## config.mk

```make
export PLATFORM = sky130hd
export DESIGN_NAME = dbf_scan_ctrl
export DESIGN_NICKNAME = d
export VERILOG_FILES = /design/src/rtl/dbf_scan_ctrl.sv
export SDC_FILE = /design/constraint.sdc
export NUM_CORES = 1
export LEC_CHECK = 0
export ABC_CLOCK_PERIOD_IN_PS = 6200
export CAP_MARGIN = 10
export CORE_UTILIZATION = 58
export DETAILED_ROUTE_END_ITERATION = 7
export GPL_TIMING_DRIVEN = 0
export PLACE_DENSITY_LB_ADDON = 0.15
export SLEW_MARGIN = 40
export SYNTH_ARGS = -nofsm -noshare
export SYNTH_HDL_FRONTEND = slang
export SYNTH_SLANG_ARGS = --single-unit
```

## constraint.sdc

```tcl
create_clock -name clk -period 6.2 [get_ports clk]
set_clock_uncertainty 0.15 [all_clocks]
set_input_delay 1.24 -clock clk [delete_from_list [all_inputs] [get_ports clk]]
set_output_delay 1.24 -clock clk [all_outputs]
set_load 0.01 [all_outputs]
```

## src/rtl/dbf_scan_ctrl.sv

```systemverilog
// Scanline sequencer for a digital beamformer: per line it loads the delay LUT,
// fires the transmit burst, then opens the receive window. Optional abort input
// is compiled in with the DBF_SCAN_ABORT_EN macro.
module dbf_scan_ctrl #(
  parameter int ADDR_WD   = 10,
  parameter int LUT_DEPTH = 1024,
  parameter int TX_CYCLES = 64,
  parameter int RX_CYCLES = 2048
) (
  input  logic               clk,
  input  logic               rst_n,
`ifdef DBF_SCAN_ABORT_EN
  input  logic               abort,
`endif
  input  logic               scan_req,
  input  logic [7:0]         num_lines,
  output logic               busy,
  output logic               frame_done,
  output logic [ADDR_WD-1:0] dbf_lut_addr,
  output logic               dbf_lut_we,
  output logic               tx_en,
  output logic               start,
  output logic [7:0]         line_idx,
  output logic [2:0]         dbg_state
);

  localparam int MAX_LT  = (LUT_DEPTH > TX_CYCLES) ? LUT_DEPTH : TX_CYCLES;
  localparam int MAX_CYC = (MAX_LT > RX_CYCLES) ? MAX_LT : RX_CYCLES;
  // Counter doubles as the LUT address, so it is never narrower than ADDR_WD.
  localparam int CNT_WD  = ($clog2(MAX_CYC + 1) > ADDR_WD) ? $clog2(MAX_CYC + 1) : ADDR_WD;

  localparam logic [CNT_WD-1:0] LOAD_LAST = CNT_WD'(LUT_DEPTH - 1);
  localparam logic [CNT_WD-1:0] TX_LAST   = CNT_WD'(TX_CYCLES - 1);
  localparam logic [CNT_WD-1:0] RX_LAST   = CNT_WD'(RX_CYCLES - 1);

  typedef enum logic [2:0] {IDLE, LOAD, TX, RX, NEXT} state_e;

  state_e              state_q, state_d;
  logic [CNT_WD-1:0]   cnt_q, cnt_d;
  logic [7:0]          line_idx_q, line_idx_d;
  logic [7:0]          lines_q, lines_d;
  logic                busy_q, busy_d;
  logic                frame_done_q, frame_done_d;
  logic [ADDR_WD-1:0]  addr_q, addr_d;
  logic                we_q, we_d;
  logic                tx_en_q, tx_en_d;
  logic                start_q, start_d;
  logic                abort_w;
  logic                last_line;

`ifdef DBF_SCAN_ABORT_EN
  assign abort_w = abort;
`else
  assign abort_w = 1'b0;
`endif

  assign last_line = (line_idx_q == lines_q - 8'd1);

  always_comb begin
    state_d      = state_q;
    cnt_d        = cnt_q;
    line_idx_d   = line_idx_q;
    lines_d      = lines_q;
    frame_done_d = 1'b0;
    case (state_q)
      IDLE: begin
        if (scan_req && (num_lines != 8'd0)) begin
          state_d    = LOAD;
          lines_d    = num_lines;
          line_idx_d = 8'd0;
          cnt_d      = '0;
        end
      end
      LOAD: begin
        if (cnt_q == LOAD_LAST) begin
          state_d = TX;
          cnt_d   = '0;
        end else begin
          cnt_d = cnt_q + 1'b1;
        end
      end
      TX: begin
        if (cnt_q == TX_LAST) begin
          state_d = RX;
          cnt_d   = '0;
        end else begin
          cnt_d = cnt_q + 1'b1;
        end
      end
      RX: begin
        if (cnt_q == RX_LAST) begin
          state_d      = NEXT;
          cnt_d        = '0;
          // frame_done is a registered output, so it is raised on entry to NEXT.
          frame_done_d = last_line;
        end else begin
          cnt_d = cnt_q + 1'b1;
        end
      end
      NEXT: begin
        if (last_line) begin
          state_d = IDLE;
        end else begin
          state_d    = LOAD;
          line_idx_d = line_idx_q + 8'd1;
        end
      end
      default: state_d = IDLE;
    endcase
    if (abort_w && (state_q != IDLE)) begin
      state_d      = IDLE;
      cnt_d        = '0;
      frame_done_d = 1'b1;
    end
    busy_d  = (state_d != IDLE);
    we_d    = (state_d == LOAD);
    tx_en_d = (state_d == TX);
    start_d = (state_d == RX);
    addr_d  = we_d ? cnt_d[ADDR_WD-1:0] : '0;
  end

  always_ff @(posedge clk or negedge rst_n) begin
    if (!rst_n) begin
      state_q      <= IDLE;
      cnt_q        <= '0;
      line_idx_q   <= 8'd0;
      lines_q      <= 8'd0;
      busy_q       <= 1'b0;
      frame_done_q <= 1'b0;
      addr_q       <= '0;
      we_q         <= 1'b0;
      tx_en_q      <= 1'b0;
      start_q      <= 1'b0;
    end else begin
      state_q      <= state_d;
      cnt_q        <= cnt_d;
      line_idx_q   <= line_idx_d;
      lines_q      <= lines_d;
      busy_q       <= busy_d;
      frame_done_q <= frame_done_d;
      addr_q       <= addr_d;
      we_q         <= we_d;
      tx_en_q      <= tx_en_d;
      start_q      <= start_d;
    end
  end

  assign busy         = busy_q;
  assign frame_done   = frame_done_q;
  assign dbf_lut_addr = addr_q;
  assign dbf_lut_we   = we_q;
  assign tx_en        = tx_en_q;
  assign start        = start_q;
  assign line_idx     = line_idx_q;
  assign dbg_state    = state_q;

endmodule

```

==> impl_metrics.env, run 1 <==
export IMPL_clkLatencyLatePin_ns=0.30
export IMPL_status="complete, no violations"
export IMPL_synth_edf_count=0
export IMPL_hold_buffers=0
export IMPL_timing_hold_ws_ns=0.378
export IMPL_antenna_found_initial=0
export IMPL_ys_types=59
export IMPL_worstSetupEndpointType="flip-flop"
export IMPL_die_w_um=66.4
export IMPL_crit_reg2reg_launch="lines_q[0]"
export IMPL_min_to="lines_q[7]"
export IMPL_drc=0
export IMPL_grt_first_pass_wirelength_um=8340
export IMPL_ys_seq_elements=46
export IMPL_ioPinCount=37
export IMPL_worstHoldStart="lines_q[7]"
export IMPL_fin_crit_ns=3.48
export IMPL_syn_nets=251
export IMPL_placed_cells=324
export IMPL_synth_top_cell_area_share=0.479
export IMPL_cts_buffers=5
export IMPL_critPathLaunchType="input port"
export IMPL_avgViaCountPerCell=6.14
export IMPL_io_buffers=36
export IMPL_final_area_um2=2960
export IMPL_start_util=0.601
export IMPL_tritoncts="built"
export IMPL_hold_depth=1
export IMPL_vias=2039
export IMPL_max_freq_ghz=0.287
export IMPL_p_leak_nw=1.16
export IMPL_postCtsSetupBuffers=0
export IMPL_cts_root_buf="clkbuf_8"
export IMPL_yosysTopAreaCell="dfrtp_1"
export IMPL_die_area_um2=4400
export IMPL_wirelength_um=5280
export IMPL_drv_cap=0
export IMPL_grt_max_degree=46
export IMPL_fillerInstances=298
export IMPL_dp_final_hpwl_um=3830
export IMPL_setup_viol=0
export IMPL_area_delta_synth_final_pct=23.1
export IMPL_clock_sinks=46
export IMPL_ys_warn_count=0
export IMPL_pwr_density_cell_nw_per_um2=182
export IMPL_drive_above_1_share=0.0674
export IMPL_finalNonFillerCells=332
export IMPL_final_setup_tns_ns=0
export IMPL_gp_congestion=0.903
export IMPL_postCtsResizedCells=0
export IMPL_hold_class="reg -> reg"
export IMPL_worst_slew_pin_slew_ns=0.508
export IMPL_ys_top_cells_by_area="dfrtp_1 48%, and2_1 3.9%, nand2_1 3.0%, nand3_1 2.5%, or4_1 2.5%"
export IMPL_ant_nets=0
export IMPL_clockPowerShare=0.414
export IMPL_drv_slew=0
export IMPL_firstDrtPassIters=4
export IMPL_nets=295
export IMPL_fin_crit_sh=0.562
export IMPL_rsz0062_at_grt="no"
export IMPL_synthesis_area_um2=2400
export IMPL_switchingPower_mw=0.110
export IMPL_multi_input_area_um2=1180
export IMPL_cp_data_arrival_time_ns=3.58
export IMPL_reg2reg_slack_ns=3.39
export IMPL_die_h_um=66.4
export IMPL_relSlewSlack=0.658
export IMPL_seqCellArea_um2=1150
export IMPL_reg2reg_to="busy"
export IMPL_pwr_share_comb=0.028
export IMPL_synth_ff_type="dfrtp_1"
export IMPL_irDropWorstVdd_mv=0.162
export IMPL_core_area_um2=4000
export IMPL_ys_seq_area_frac=0.479
export IMPL_grt_overflow_total=0
export IMPL_postPlaceCellArea_um2=2840
export IMPL_htree_levels=2
export IMPL_rows=23
export IMPL_critPathMaxFanout=10
export IMPL_wl_per_cell_um=15.9
export IMPL_grt_use_total=0.256
export IMPL_synthArstFlopShare=1.00
export IMPL_internal_power_mw=0.427
export IMPL_pwr_share_seq=0.558
export IMPL_postSynthAreaPerCell_um2=10.1
export IMPL_final_cell_mix="46 x dfrtp_1, 35 x clkdlybuf4s50_1, 19 x nand2_1"
export IMPL_worstPathRequired_ns=6.30
export IMPL_path_clk_slew_ns=0.09
export IMPL_n_antenna_cell=0
export IMPL_drt_iter0_drc=137
export IMPL_finalHoldViolations=0
export IMPL_r2r_cells=7
export IMPL_first_global_vias=1826
export IMPL_cts_max_path_buffers=2
export IMPL_final_common_cell="dfrtp_1"
export IMPL_switching_share=0.206
export IMPL_path_class="in -> reg"
export IMPL_syn_instance_count=237
## worst max path at each step
stage	from	to	slack, ns	cells after the start
2_1_floorplan	num_lines[5]	dbf_lut_addr[2]	3.13	7
3_3_place_gp	num_lines[5]	dbf_lut_addr[3]	2.43	8
3_5_place_dp	num_lines[5]	dbf_lut_addr[3]	2.41	8
4_1_cts	num_lines[5]	dbf_lut_addr[3]	2.72	8
5_1_grt	num_lines[5]	dbf_lut_addr[2]	2.55	8
6_report	num_lines[5]	dbf_lut_addr[3]	2.72	8
## layout make-up
class,instances,share of cell area
Clock buffer,5,0.0233
Sequential cell,46,0.389
Inverter,5,0.00635
Clock inverter,3,0.0152
Timing Repair Buffer,37,0.128
Tap cell,50,0.0212
Multi-Input combinational cell,174,0.399
Buffer,12,0.0178
## kinds of logic (layout without fill, tap and decap cells)
logic type      after synthesis  after routing  share of synthesized area
simple gates                103            103                      0.253
fa+ha+maj                     3              3                     0.0156
compound gates               51             51                      0.154
xor+xnor                      9              9                     0.0328
buf+inv                      17             62                     0.0297
mux                           8              8                     0.0365
flops                        46             46                      0.479
## Yosys cell counts (5+ instances only)
| cell type | number |
|---|---|
| or4_1 | 8 |
| nand3_1 | 12 |
| a21oi_1 | 5 |
| o21ai_0 | 8 |
| clkbuf_1 | 9 |
| and2_1 | 15 |
| nand2_1 | 19 |
| nor2_1 | 10 |
| o211ai_1 | 6 |
| dfrtp_1 | 46 |
| xor2_1 | 5 |
| inv_1 | 5 |
## routing by layer
metal / part of all wire / GRT usage / vias to the layer above
met4: 0.017 / 0.0957 / 0
met2: 0.53 / 0.438 / 59
met3: 0.038 / 0.0569 / 9
li1: - / - / 976
met5: 0 / 0 / -
met1: 0.42 / 0.314 / 995
## flip-flops by register name, summed over array words and instances (netlist names)
register      cells
frame_done        1
dbg_state         3
lines_q           8
line_idx          8
busy              1
start             1
tx_en             1
dbf_lut_addr     10
cnt_q            12
dbf_lut_we        1
## power by group through the flow
stage | Combinational, mW | Clock (mW) | Sequential, mW
after CTS | 0.0152 | 0.227 | 0.300
after detailed placement | 0.0152 | 0 | 0.306
final | 0.0148 | 0.222 | 0.300
after floorplan | 0.000641 | 0 | 0.306
after global routing | 0.0169 | 0.237 | 0.300
after global placement | 0.0134 | 0 | 0.306
## metrics by stage
stage	setup slack [ns]	total power [mW]	util
after floorplan	3.13	0.306	-
final	2.72	0.537	0.739
after global routing	2.55	0.554	0.739
after CTS	2.72	0.542	0.739
after detailed placement	2.41	0.321	0.711
after global placement	2.43	0.319	0.706
## critical path, stage by stage
cell and delay [ns]:
clkdlybuf4s50_1 0.43, or4_1 0.61, o21ai_0 0.34, a21o_1 0.16, clkbuf_1 0.36, a31o_1 0.16, a22o_1 0.16, and2_1 0.13
(Power assumes the default switching activity.)
==> run 2: changes to the inputs <==
--- a/config.mk
+++ b/config.mk
@@ -5,9 +5,9 @@
 export SDC_FILE = /design/constraint.sdc
 export NUM_CORES = 1
 export LEC_CHECK = 0
-export ABC_CLOCK_PERIOD_IN_PS = 6200
+export ABC_CLOCK_PERIOD_IN_PS = 3650
 export CAP_MARGIN = 10
-export CORE_UTILIZATION = 58
+export CORE_UTILIZATION = 53
 export DETAILED_ROUTE_END_ITERATION = 7
 export GPL_TIMING_DRIVEN = 0
 export PLACE_DENSITY_LB_ADDON = 0.15
==> constraint.sdc (replaced) <==
create_clock -name clk -period 3.65 [get_ports clk]
set_clock_uncertainty 0.15 [all_clocks]
set_input_delay 0.73 -clock clk [delete_from_list [all_inputs] [get_ports clk]]
set_output_delay 0.73 -clock clk [all_outputs]
set_load 0.01 [all_outputs]
==> run 2 against run 1 <==
  * Sequential power up 70%
  * Die area increased by 9.2%
  * Highest routed layer unchanged
  * Critical path depth stayed put
  * Cell count up 0.60%
  * Sequential cell count did not move
  * Largest power group unchanged
  * Sequential share of layout area increased by 0.23 points
  * Routed wire length down 2.4%
  * Largest cell class unchanged
  * First-iteration DRC count increased by 13%
  * Clock power up 45%
==> impl_metrics.env, run 2 (synthesized netlist as in run 1, its figures left out) <==
export IMPL_top_layer="met4"
export IMPL_die_w_um=69.3
export IMPL_fin_crit_sh=0.814
export IMPL_drive_above_1_share=0.0674
export IMPL_critPathMaxFanout=10
export IMPL_reg2reg_slack_ns=0.86
export IMPL_hold_buffers=0
export IMPL_dr_wl_met3_um=265
export IMPL_htree_levels=2
export IMPL_clock_sinks=46
export IMPL_postCtsResizedCells=0
export IMPL_io_buffers=36
export IMPL_wl_met1_um=2520
export IMPL_final_setup_tns_ns=0
export IMPL_relSlewSlack=0.671
export IMPL_crit_reg2reg_launch="lines_q[0]"
export IMPL_setup_viol=0
export IMPL_r2r_cells=9
export IMPL_nets=295
export IMPL_rsz0062_at_grt="no"
export IMPL_firstDrtPassIters=6
export IMPL_cp_cell_sequence="clkdlybuf4s50_1, or4_1, o211ai_1, o311a_1, a21o_1, a21oi_2, buf_4, and2_1"
export IMPL_vias=2008
export IMPL_drt_iter0_drc=155
export IMPL_largest_register_ffs=12
export IMPL_slowest_stage="or4_1"
export IMPL_reg2reg_to="busy"
export IMPL_pwr_density_cell_nw_per_um2=291
export IMPL_worstSetupEndpointType="flip-flop"
export IMPL_regMostFlops="cnt_q"
export IMPL_cp_data_arrival_time_ns=3.02
export IMPL_clkLatencyLatePin_ns=0.30
export IMPL_worstPathRequired_ns=3.69
export IMPL_cts_root_buf="clkbuf_8"
export IMPL_seqCellArea_um2=1150
export IMPL_core_area_um2=4350
export IMPL_fillerInstances=360
export IMPL_rows=24
export IMPL_cts_max_path_buffers=2
export IMPL_finalHoldViolations=0
export IMPL_status="complete, no violations"
export IMPL_path_clk_slew_ns=0.09
export IMPL_worst_slew_pin_slew_ns=0.493
export IMPL_placed_cells=326
export IMPL_n_antenna_cell=0
export IMPL_utilization=0.675
export IMPL_die_area_um2=4810
export IMPL_wl_per_cell_um=15.4
export IMPL_gp_congestion=0.847
export IMPL_ioPinCount=37
export IMPL_met2_wirelength_um=2300
export IMPL_irDropWorstVdd_mv=0.191
export IMPL_cp_top_family="compound AO/OA/AOI/OAI gates"
export IMPL_critPathLaunchType="input port"
export IMPL_final_common_cell="dfrtp_1"
export IMPL_p_total_mw=0.855
export IMPL_setup_ws_ns=0.678
export IMPL_ant_nets=0
export IMPL_start_util=0.552
export IMPL_final_cell_mix="46 x dfrtp_1, 35 x clkdlybuf4s50_1, 19 x nand2_1"
export IMPL_grt_first_pass_wirelength_um=8820
export IMPL_fin_crit_ns=2.97
export IMPL_tritoncts="built"
export IMPL_postCtsSetupBuffers=0
export IMPL_path_class="in -> reg"
export IMPL_multi_input_area_um2=1180
export IMPL_drv_cap=0
export IMPL_cts_buffers=5
export IMPL_antenna_found_initial=0
export IMPL_die_h_um=69.3
export IMPL_first_global_vias=1873
export IMPL_wirelength_um=5150
export IMPL_finalNonFillerCells=334
export IMPL_max_freq_ghz=0.336
export IMPL_dp_final_hpwl_um=3840
export IMPL_grt_max_degree=27
export IMPL_p_leak_nw=1.16
export IMPL_avgViaCountPerCell=6.01
export IMPL_critPathBufInv=2
export IMPL_hold_class="in -> async"
export IMPL_area_delta_synth_final_pct=22.3
export IMPL_drv_slew=0
export IMPL_grt_use_total=0.228
export IMPL_drc=0
export IMPL_max_stage_delay_ns=0.59
export IMPL_grt_overflow_total=0
export IMPL_dpl_worst_slack_ns=0.384
## run 2: cell types whose count changed in the layout (fill, tap and decap cells not counted)
| cell | previous run | this run |
|---|---|---|
| bufinv_16 | 1 | 0 |
| clkinv_4 | 0 | 1 |
| clkinvlp_4 | 2 | 1 |
| inv_6 | 0 | 1 |
## run 2: metrics by stage
step	area (µm²)	hold slack, ns
finish	2940	0.146
detailed placement	2850	0.365
global placement	2830	0.357
CTS	2940	0.153
global route	2940	0.166
floorplan	2400	0.284
## run 2: where the power goes
| part | internal (mW) | total, mW | switching [mW] |
|---|---|---|---|
| Sequential | 0.509 | 0.509 | 0 |
| Combinational | 0.0118 | 0.0249 | 0.0130 |
| Clock | 0.138 | 0.321 | 0.183 |
| Total | 0.659 | 0.855 | 0.196 |
## run 2: layer usage
metal  vias up  GRT usage
met5         -          0
met4         0     0.0612
met3         8     0.0465
met2        55      0.335
met1       975      0.344
li1        970          -
## run 2: cell type report
cell class | instances | share of cell area
Buffer | 12 | 0.0179
Inverter | 5 | 0.00639
Tap cell | 52 | 0.0221
Clock buffer | 5 | 0.0234
Multi-Input combinational cell | 174 | 0.401
Sequential cell | 46 | 0.392
Clock inverter | 3 | 0.00851
Timing Repair Buffer | 37 | 0.129
## run 2: how the worst max path moves through the flow
stage | from | to | slack (ns) | cells past startpoint
finish | num_lines[5] | dbf_lut_addr[7] | 0.68 | 8
global route | num_lines[5] | dbf_lut_addr[2] | 0.48 | 8
CTS | num_lines[5] | dbf_lut_addr[7] | 0.70 | 8
detailed placement | num_lines[5] | dbf_lut_addr[7] | 0.38 | 8
global placement | num_lines[5] | dbf_lut_addr[8] | 0.38 | 8
floorplan | num_lines[5] | dbf_lut_addr[2] | 1.09 | 7
